File: src/rtl/seg_display_reader.sv
// seg_display_reader
// Passive read-back of a multiplexed 8-digit, active-low 7-segment display bus.
// The bus is registered once into a sample register. A digit is captured only
// after the same legal select/segment pattern has been sampled STABLE_CYCLES
// times in a row, which rejects scan ghosting during digit transitions.
//
// Ports:
//   clk, rst     : clock, synchronous active-high reset
//   display[7:0] : active-low digit select (one low bit = digit index)
//   d[6:0]       : active-low segments, d[6]=g .. d[0]=a
//   dp           : active-low decimal point
//   clr          : clears valid, err and the frame mask (digits/dp_out kept)
//   digits[31:0] : digit i at [4i+3:4i]; 0-9, E = blank, F = illegal
//   dp_out[7:0]  : captured decimal points, active-high
//   valid[7:0]   : digit captured since reset/clr
//   frame_done   : one-cycle pulse when all 8 digits have been captured
//   err          : sticky error (multi-select or illegal segment pattern)
module seg_display_reader #(
    parameter int STABLE_CYCLES = 4
) (
    input  logic        clk,
    input  logic        rst,
    input  logic [7:0]  display,
    input  logic [6:0]  d,
    input  logic        dp,
    input  logic        clr,
    output logic [31:0] digits,
    output logic [7:0]  dp_out,
    output logic [7:0]  valid,
    output logic        frame_done,
    output logic        err
);

    localparam logic [7:0] STABLE = 8'(STABLE_CYCLES);

    logic [7:0] s_sel;
    logic [6:0] s_seg;
    logic       s_dp;
    logic [7:0] cnt;
    logic       fired;   // capture already taken for the current stable run
    logic [7:0] mask;

    logic [7:0] in_lo, s_lo, mask_nxt;
    logic       in_same, in_legal, s_legal, s_multi, capture;
    logic [2:0] idx;
    logic [3:0] code;

    always_comb begin
        in_lo    = ~display;
        s_lo     = ~s_sel;
        in_same  = ({display, d, dp} == {s_sel, s_seg, s_dp});
        in_legal = (in_lo != 8'd0) && ((in_lo & (in_lo - 8'd1)) == 8'd0);
        s_legal  = (s_lo != 8'd0) && ((s_lo & (s_lo - 8'd1)) == 8'd0);
        s_multi  = (s_lo != 8'd0) && !s_legal;

        idx = 3'd0;
        for (int i = 0; i < 8; i++)
            if (s_lo[i]) idx = 3'(i);

        capture  = s_legal && (cnt == STABLE) && !fired;
        mask_nxt = mask | (8'd1 << idx);

        case (s_seg)
            7'b1000000: code = 4'd0;
            7'b1111001: code = 4'd1;
            7'b0100100: code = 4'd2;
            7'b0110000: code = 4'd3;
            7'b0011001: code = 4'd4;
            7'b0010010: code = 4'd5;
            7'b0000010: code = 4'd6;
            7'b1111000: code = 4'd7;
            7'b0000000: code = 4'd8;
            7'b0010000: code = 4'd9;
            7'b1111111: code = 4'hE;
            default:    code = 4'hF;
        endcase
    end

    always_ff @(posedge clk) begin
        if (rst) begin
            s_sel      <= 8'hFF;
            s_seg      <= 7'h7F;
            s_dp       <= 1'b1;
            cnt        <= 8'd0;
            fired      <= 1'b0;
            mask       <= 8'd0;
            digits     <= 32'hEEEE_EEEE;
            dp_out     <= 8'd0;
            valid      <= 8'd0;
            frame_done <= 1'b0;
            err        <= 1'b0;
        end else begin
            s_sel <= display;
            s_seg <= d;
            s_dp  <= dp;

            // The counter tracks how many consecutive samples the value now
            // entering S has been seen; it restarts whenever S changes.
            if (!in_same) begin
                cnt   <= in_legal ? 8'd1 : 8'd0;
                fired <= 1'b0;
            end else begin
                if (in_legal && cnt != 8'hFF) cnt <= cnt + 8'd1;
                if (capture) fired <= 1'b1;
            end

            frame_done <= 1'b0;
            if (clr) begin
                // A capture in this cycle is dropped, but fired still latches
                // so the same run is not taken later.
                valid <= 8'd0;
                mask  <= 8'd0;
                err   <= 1'b0;
            end else begin
                if (capture) begin
                    digits[idx*4 +: 4] <= code;
                    dp_out[idx]        <= ~s_dp;
                    valid[idx]         <= 1'b1;
                    if (mask_nxt == 8'hFF) begin
                        mask       <= 8'd0;
                        frame_done <= 1'b1;
                    end else begin
                        mask <= mask_nxt;
                    end
                    if (code == 4'hF) err <= 1'b1;
                end
                if (s_multi) err <= 1'b1;
            end
        end
    end

endmodule

File: config.mk
export PLATFORM = sky130hd
export DESIGN_NAME = seg_display_reader
export DESIGN_NICKNAME = d
export VERILOG_FILES = /design/src/rtl/seg_display_reader.sv
export SDC_FILE = /design/constraint.sdc
export NUM_CORES = 1
export LEC_CHECK = 0
export BUFFER_PORTS_ARGS = -buffer_cell sky130_fd_sc_hd__buf_2
export CAP_MARGIN = 10
export CORE_MARGIN = 10
export CORE_UTILIZATION = 55
export DETAILED_ROUTE_END_ITERATION = 10
export PLACE_DENSITY_LB_ADDON = 0.25
export RECOVER_POWER = 100
export SLEW_MARGIN = 20
export SYNTH_ARGS = -nofsm -noshare
export SYNTH_HDL_FRONTEND = slang
export SYNTH_SLANG_ARGS = --single-unit
File: constraint.sdc
create_clock -name clk -period 3.6 [get_ports clk]
set_input_delay 0.36 -clock clk [delete_from_list [all_inputs] [get_ports clk]]
set_output_delay 0.36 -clock clk [all_outputs]
set_load 0.005 [all_outputs]
==> results of run 1 <==
state kept, by name, indices dropped and copies added, names as in the netlist:
signal	count
cnt	8
frame_done	1
dp_out	8
s_dp	1
valid	8
err	1
s_seg	7
mask	8
fired	1
digits	32
s_sel	8
layer usage:
metal,track usage [%],vias to the layer above,share of wire [%]
met3,4.668,9,5.3
met2,27.85,79,49
met5,0,-,0
met1,19.51,1571,45
li1,-,1680,-
met4,3.922,0,0.78
cell type report:
type | instances | area, um^2 | area share (%)
Multi-Input combinational cell | 314 | 2105 | 47.18
Sequential cell | 83 | 1662 | 37.25
Timing Repair Buffer | 70 | 292.8 | 6.564
Clock inverter | 6 | 105.1 | 2.356
Inverter | 14 | 52.55 | 1.178
Tap cell | 96 | 120.1 | 2.693
Clock buffer | 9 | 123.9 | 2.777
final timing paths:
path | from | to | slack, ns | cells past startpoint
worst max-delay path | s_sel[5]$_SDFF_PP1_ | digits[2]$_SDFFE_PP1P_ | 0.44 | 8
worst max register to register | s_sel[5]$_SDFF_PP1_ | digits[2]$_SDFFE_PP1P_ | 0.44 | 8
worst min register to register | mask[5]$_SDFFE_PP0P_ | mask[5]$_SDFFE_PP0P_ | 0.46 | 2
worst min-delay path | d[2] | s_seg[2]$_SDFF_PP1_ | 0.22 | 2
worst max-delay path: stages, from the launching register on:
cell,delay [ns]
dfxtp_1,0.47
nand2_1,0.08
o211ai_1,0.25
and2_1,0.33
ha_1,0.24
ha_1,0.28
or3_1,0.42
or4_1,0.66
a211o_1,0.33
through the flow:
stage,area [um^2],utilization [%],setup WS (ns)
after floorplan,3960,-,0.5579
after global placement,4310,62.41,0.6134
after detailed placement,4310,62.41,0.4930
after CTS,4539,65.72,0.4822
after global routing,4461,64.58,0.1662
final,4461,64.58,0.4389
cells in the final DEF (no fill, tap or decap), types with 9 or more instances in the layout:
cell and count:
a211o_1 14, a21oi_1 34, and3_1 9, buf_2 24, clkbuf_1 46, clkbuf_8 9
dfxtp_1 83, inv_1 13, mux2i_1 15, nand2_1 16, nand2b_1 17, nand3_1 15
nor2_1 34, nor2b_1 9, nor3_1 9, or2_2 17, or4_1 9, xnor2_1 16
report_power, final:
group          total [mW]  internal, mW  switching, mW
clock network       0.777         0.453          0.323
logic               0.170        0.0686          0.101
registers           0.949         0.928         0.0207
total                1.89          1.45          0.445
cells by family after synthesis:
family / synth area share (%)
compound gates: 16.87
xor+xnor: 3.760
fa+ha+maj: 3.286
buf+inv: 4.487
flops: 41.96
mux: 3.791
simple gates: 25.84
==> flow_summary.ini, run 1 <==
[floorplan]
fp.dieW_um = 104.9
pin_count = 69
die_h_um = 104.9
core_area_um2 = 6907
placementRows = 30
die_area_um2 = 10990
initial_core_util_pct = 57.34

[clock_network]
path_clk_slew_ns = 0.08
tritoncts = yes
ctsResizeCount = 0
numCtsBuffers = 9
post_cts_buffers = 0
root_buffer = clkbuf_8
clkSinkCount = 83
max-clock-path-buffers = 2
cts_hold_buffers = 0
htree_num_levels = 3
clkLatencyLatePin_ns = 0.35

[timing]
tightestPinTransition_ns = 2.169
period_share_pct = 87.81
fin_worst_hold_slack_ns = 0.2170
fmax_mhz = 316.3
drv_slew = 62
rsz0062_at_grt = no
fin_setup_tns_ns = 0
fin_crit_ns = 3.161
slew_headroom_pct = -44.57
skew_ns = 0.01307
hold_viol = 0
setup_viol = 0

[run_status]
violations = max-capacitance violations, max-slew violations
status = finished with violations

[grt]
overflow = 0
grt_first_pass_wirelength_um = 15240
antenna_found_initial = 0
grt_max_degree = 62
first_global_vias = 3216
grt_use_total_pct = 16.25

[yosys]
ys_ff_latch = 83
syn_inst = 443
synthDistinctLibCells = 59
ys_warn_count = 0
syn-cell-area_um2 = 3960
synth_edf_count = 0
syn-num-nets = 470
async_reset_ff_share_pct = 0
ys_seq_area_share_pct = 41.96
synthTopCellsByCount = dfxtp_1, a21oi_1, nor2_1, clkbuf_1
synth_top_area_share_pct = 41.96
post-synth-top-count-cell = dfxtp_1
synth_top_area_cell = dfxtp_1
syn_avg_cell_area_um2 = 8.939
post_synth_main_area_contributors = dfxtp_1, a21oi_1, mux2i_1
synth_ff_type = dfxtp_1

[place]
gp_congestion = 0.8094
port_buffers = 68
place_inst = 577
dp_hpwl_um = 6919

[routing]
firstDrtPassIters = 4
wirelength_um = 9257
drc = 0
viasPerCell = 5.640
postRouteAntennaNets = 0
wl_per_cell_um = 15.64
via_count = 3339
drtIter0Drc = 162

[critical_path]
crit_path_max_fanout = 9
critical_path_arrival_ns = 3.40
worst_setup_path_start_kind = register
crit_path_end_kind = register
cp.required_ns = 3.84
criticalPathCategory = reg2reg

[power]
vdd_drop_max_v = 0.0002982
power.total_mw = 1.895
p_leak_nw = 1.690
p_per_area_nw_per_um2 = 424.8

[run]
max_cap_viol_count = 1

[finish]
layout-drive-gt1-share_pct = 13.71
finalNonFillerCells = 592
nets = 519
antennaDiodeCount = 0
nFillCells = 641
area_growth_syn_to_layout_pct = 12.64

[min_path]
min_path_type = in2reg
No activity file was read; power rests on OpenSTA's default activity.
==> inputs of run 2 (changes only) <==
--- a/config.mk
+++ b/config.mk
@@ -10,7 +10,7 @@
 export CORE_MARGIN = 10
 export CORE_UTILIZATION = 55
 export DETAILED_ROUTE_END_ITERATION = 10
-export PLACE_DENSITY_LB_ADDON = 0.25
+export PLACE_DENSITY = 0.86
 export RECOVER_POWER = 100
 export SLEW_MARGIN = 20
 export SYNTH_ARGS = -nofsm -noshare
==> flow_summary.ini, run 2 (synthesis gave the netlist of run 1 again) <==
[critical_path]
criticalPathCategory = reg2reg
worst_setup_path_start_kind = register
reg2regPathDepth = 8
crit_path_end_kind = register
setup.worst_path.end = digits[2]$_SDFFE_PP1P_
crit_path_max_fanout = 9
reg2reg_slack_ns = 0.40
cp.required_ns = 3.84
critical_path_arrival_ns = 3.45
timing.rr.start = s_sel[4]$_SDFF_PP1_
reg2reg_to = digits[2]$_SDFFE_PP1P_
cp-startpoint = s_sel[4]$_SDFF_PP1_

[clock_network]
ctsResizeCount = 0
max-clock-path-buffers = 2
htree_num_levels = 3
path_clk_slew_ns = 0.08
cts_hold_buffers = 0
post_cts_buffers = 0
clkLatencyLatePin_ns = 0.36
numCtsBuffers = 9
root_buffer = clkbuf_8
tritoncts = yes
clkSinkCount = 83

[finish]
area_growth_syn_to_layout_pct = 11.31
layout-drive-gt1-share_pct = 13.28
antennaDiodeCount = 0
largest_reg_flops = 32
final_common_cell = dfxtp_1
layout_common_cells = dfxtp_1, clkbuf_1, nor2_1, a21oi_1, buf_2
regMostFlops = digits
nFillCells = 635
nets = 519

[timing]
rsz0062_at_grt = no
period_share_pct = 89.01
slew_headroom_pct = 1.430
setup_viol = 0
hold_viol = 0
tightestPinTransition_ns = 1.479
fin_crit_ns = 3.204
fmax_mhz = 312.1
fin_setup_tns_ns = 0
skew_ns = 0.01223
worst_slack_ns = 0.3958
drv_slew = 0

[routing]
postRouteAntennaNets = 0
wirelength_um = 9353
viasPerCell = 5.705
via_count = 3383
wl_per_cell_um = 15.77
firstDrtPassIters = 4
drc = 0
drtIter0Drc = 147

[place]
port_buffers = 68
gp_congestion = 0.8551
dp_hpwl_um = 6971
pre_cts_ws_ns = 0.4586

[run]
max_cap_viol_count = 0

[power]
pwr-share-clk_pct = 35.2
internal_power_mw = 1.279
power.total_mw = 1.728
comb_power_share_pct = 9.8
switchingPower_mw = 0.4482
seq_power_share_pct = 54.9
p_leak_nw = 1.651
swShare_pct = 25.94
p_per_area_nw_per_um2 = 391.9
vdd_drop_max_v = 0.0002563

[min_path]
min_from = d[1]
min_path_type = in2reg

[floorplan]
die_h_um = 104.9
core_area_um2 = 6907
initial_core_util_pct = 57.34
fp.dieW_um = 104.9
placementRows = 30
pin_count = 69
die_area_um2 = 10990

[grt]
overflow = 0
grt_max_degree = 43
first_global_vias = 3316
grt_first_pass_wirelength_um = 15940
antenna_found_initial = 0
grt_use_total_pct = 16.99

[run_status]
status = finished clean
[run 2: cell type report]
cell class / instances / area [um^2] / area share [%]
repair buffers: 70 / 287.8 / 6.529
inverters: 14 / 52.55 / 1.192
clock inverters: 5 / 27.53 / 0.6245
well taps: 96 / 120.1 / 2.725
flip-flops and latches: 83 / 1662 / 37.70
multi-input cells: 314 / 2107 / 47.80
clock buffers: 11 / 151.4 / 3.435
[run 2: worst min path at each step]
stage                            to  slack (ns)  cells after the start
2_1_floorplan  mask[5]$_SDFFE_PP0P_        0.43                      2
3_3_place_gp   mask[0]$_SDFFE_PP0P_        0.43                      2
3_5_place_dp   mask[0]$_SDFFE_PP0P_        0.44                      2
4_1_cts         s_seg[2]$_SDFF_PP1_        0.21                      2
5_1_grt         s_seg[2]$_SDFF_PP1_        0.21                      2
6_report        s_seg[1]$_SDFF_PP1_        0.21                      2
[run 2: per-stage QoR]
step,area [um^2],hold slack [ns],utilization (%),cells
floorplan,3960,0.4253,-,443
global placement,4310,0.4345,62.41,577
detailed placement,4310,0.4447,62.41,577
CTS,4489,0.2127,65.00,593
global route,4408,0.2132,63.82,593
finish,4408,0.2143,63.82,593
[run 2: critical path: stages, from the launching register on]
cell      delay (ns)
dfxtp_1         0.49
nand2b_1        0.18
o211ai_1        0.13
and2_1          0.28
ha_1            0.25
ha_1            0.33
or3_1           0.41
or4_1           0.67
a211o_1         0.34
[run 2: power by group through the flow]
| stage | Sequential, mW | Combinational (mW) | Clock, mW |
|---|---|---|---|
| 3_5_place_dp | 0.970 | 0.171 | 0 |
| 5_1_grt | 0.952 | 0.188 | 0.654 |
| 6_report | 0.949 | 0.170 | 0.609 |
| 4_1_cts | 0.949 | 0.172 | 0.610 |
| 3_3_place_gp | 0.968 | 0.165 | 0 |
| 2_1_floorplan | 0.955 | 0.139 | 0 |
[run 2: metal layers]
metal | part of all wire [%] | global-route usage (%)
met5 | 0 | 0
met4 | 1.7 | 7.353
met3 | 5.3 | 3.870
met2 | 49 | 28.51
met1 | 44 | 20.30
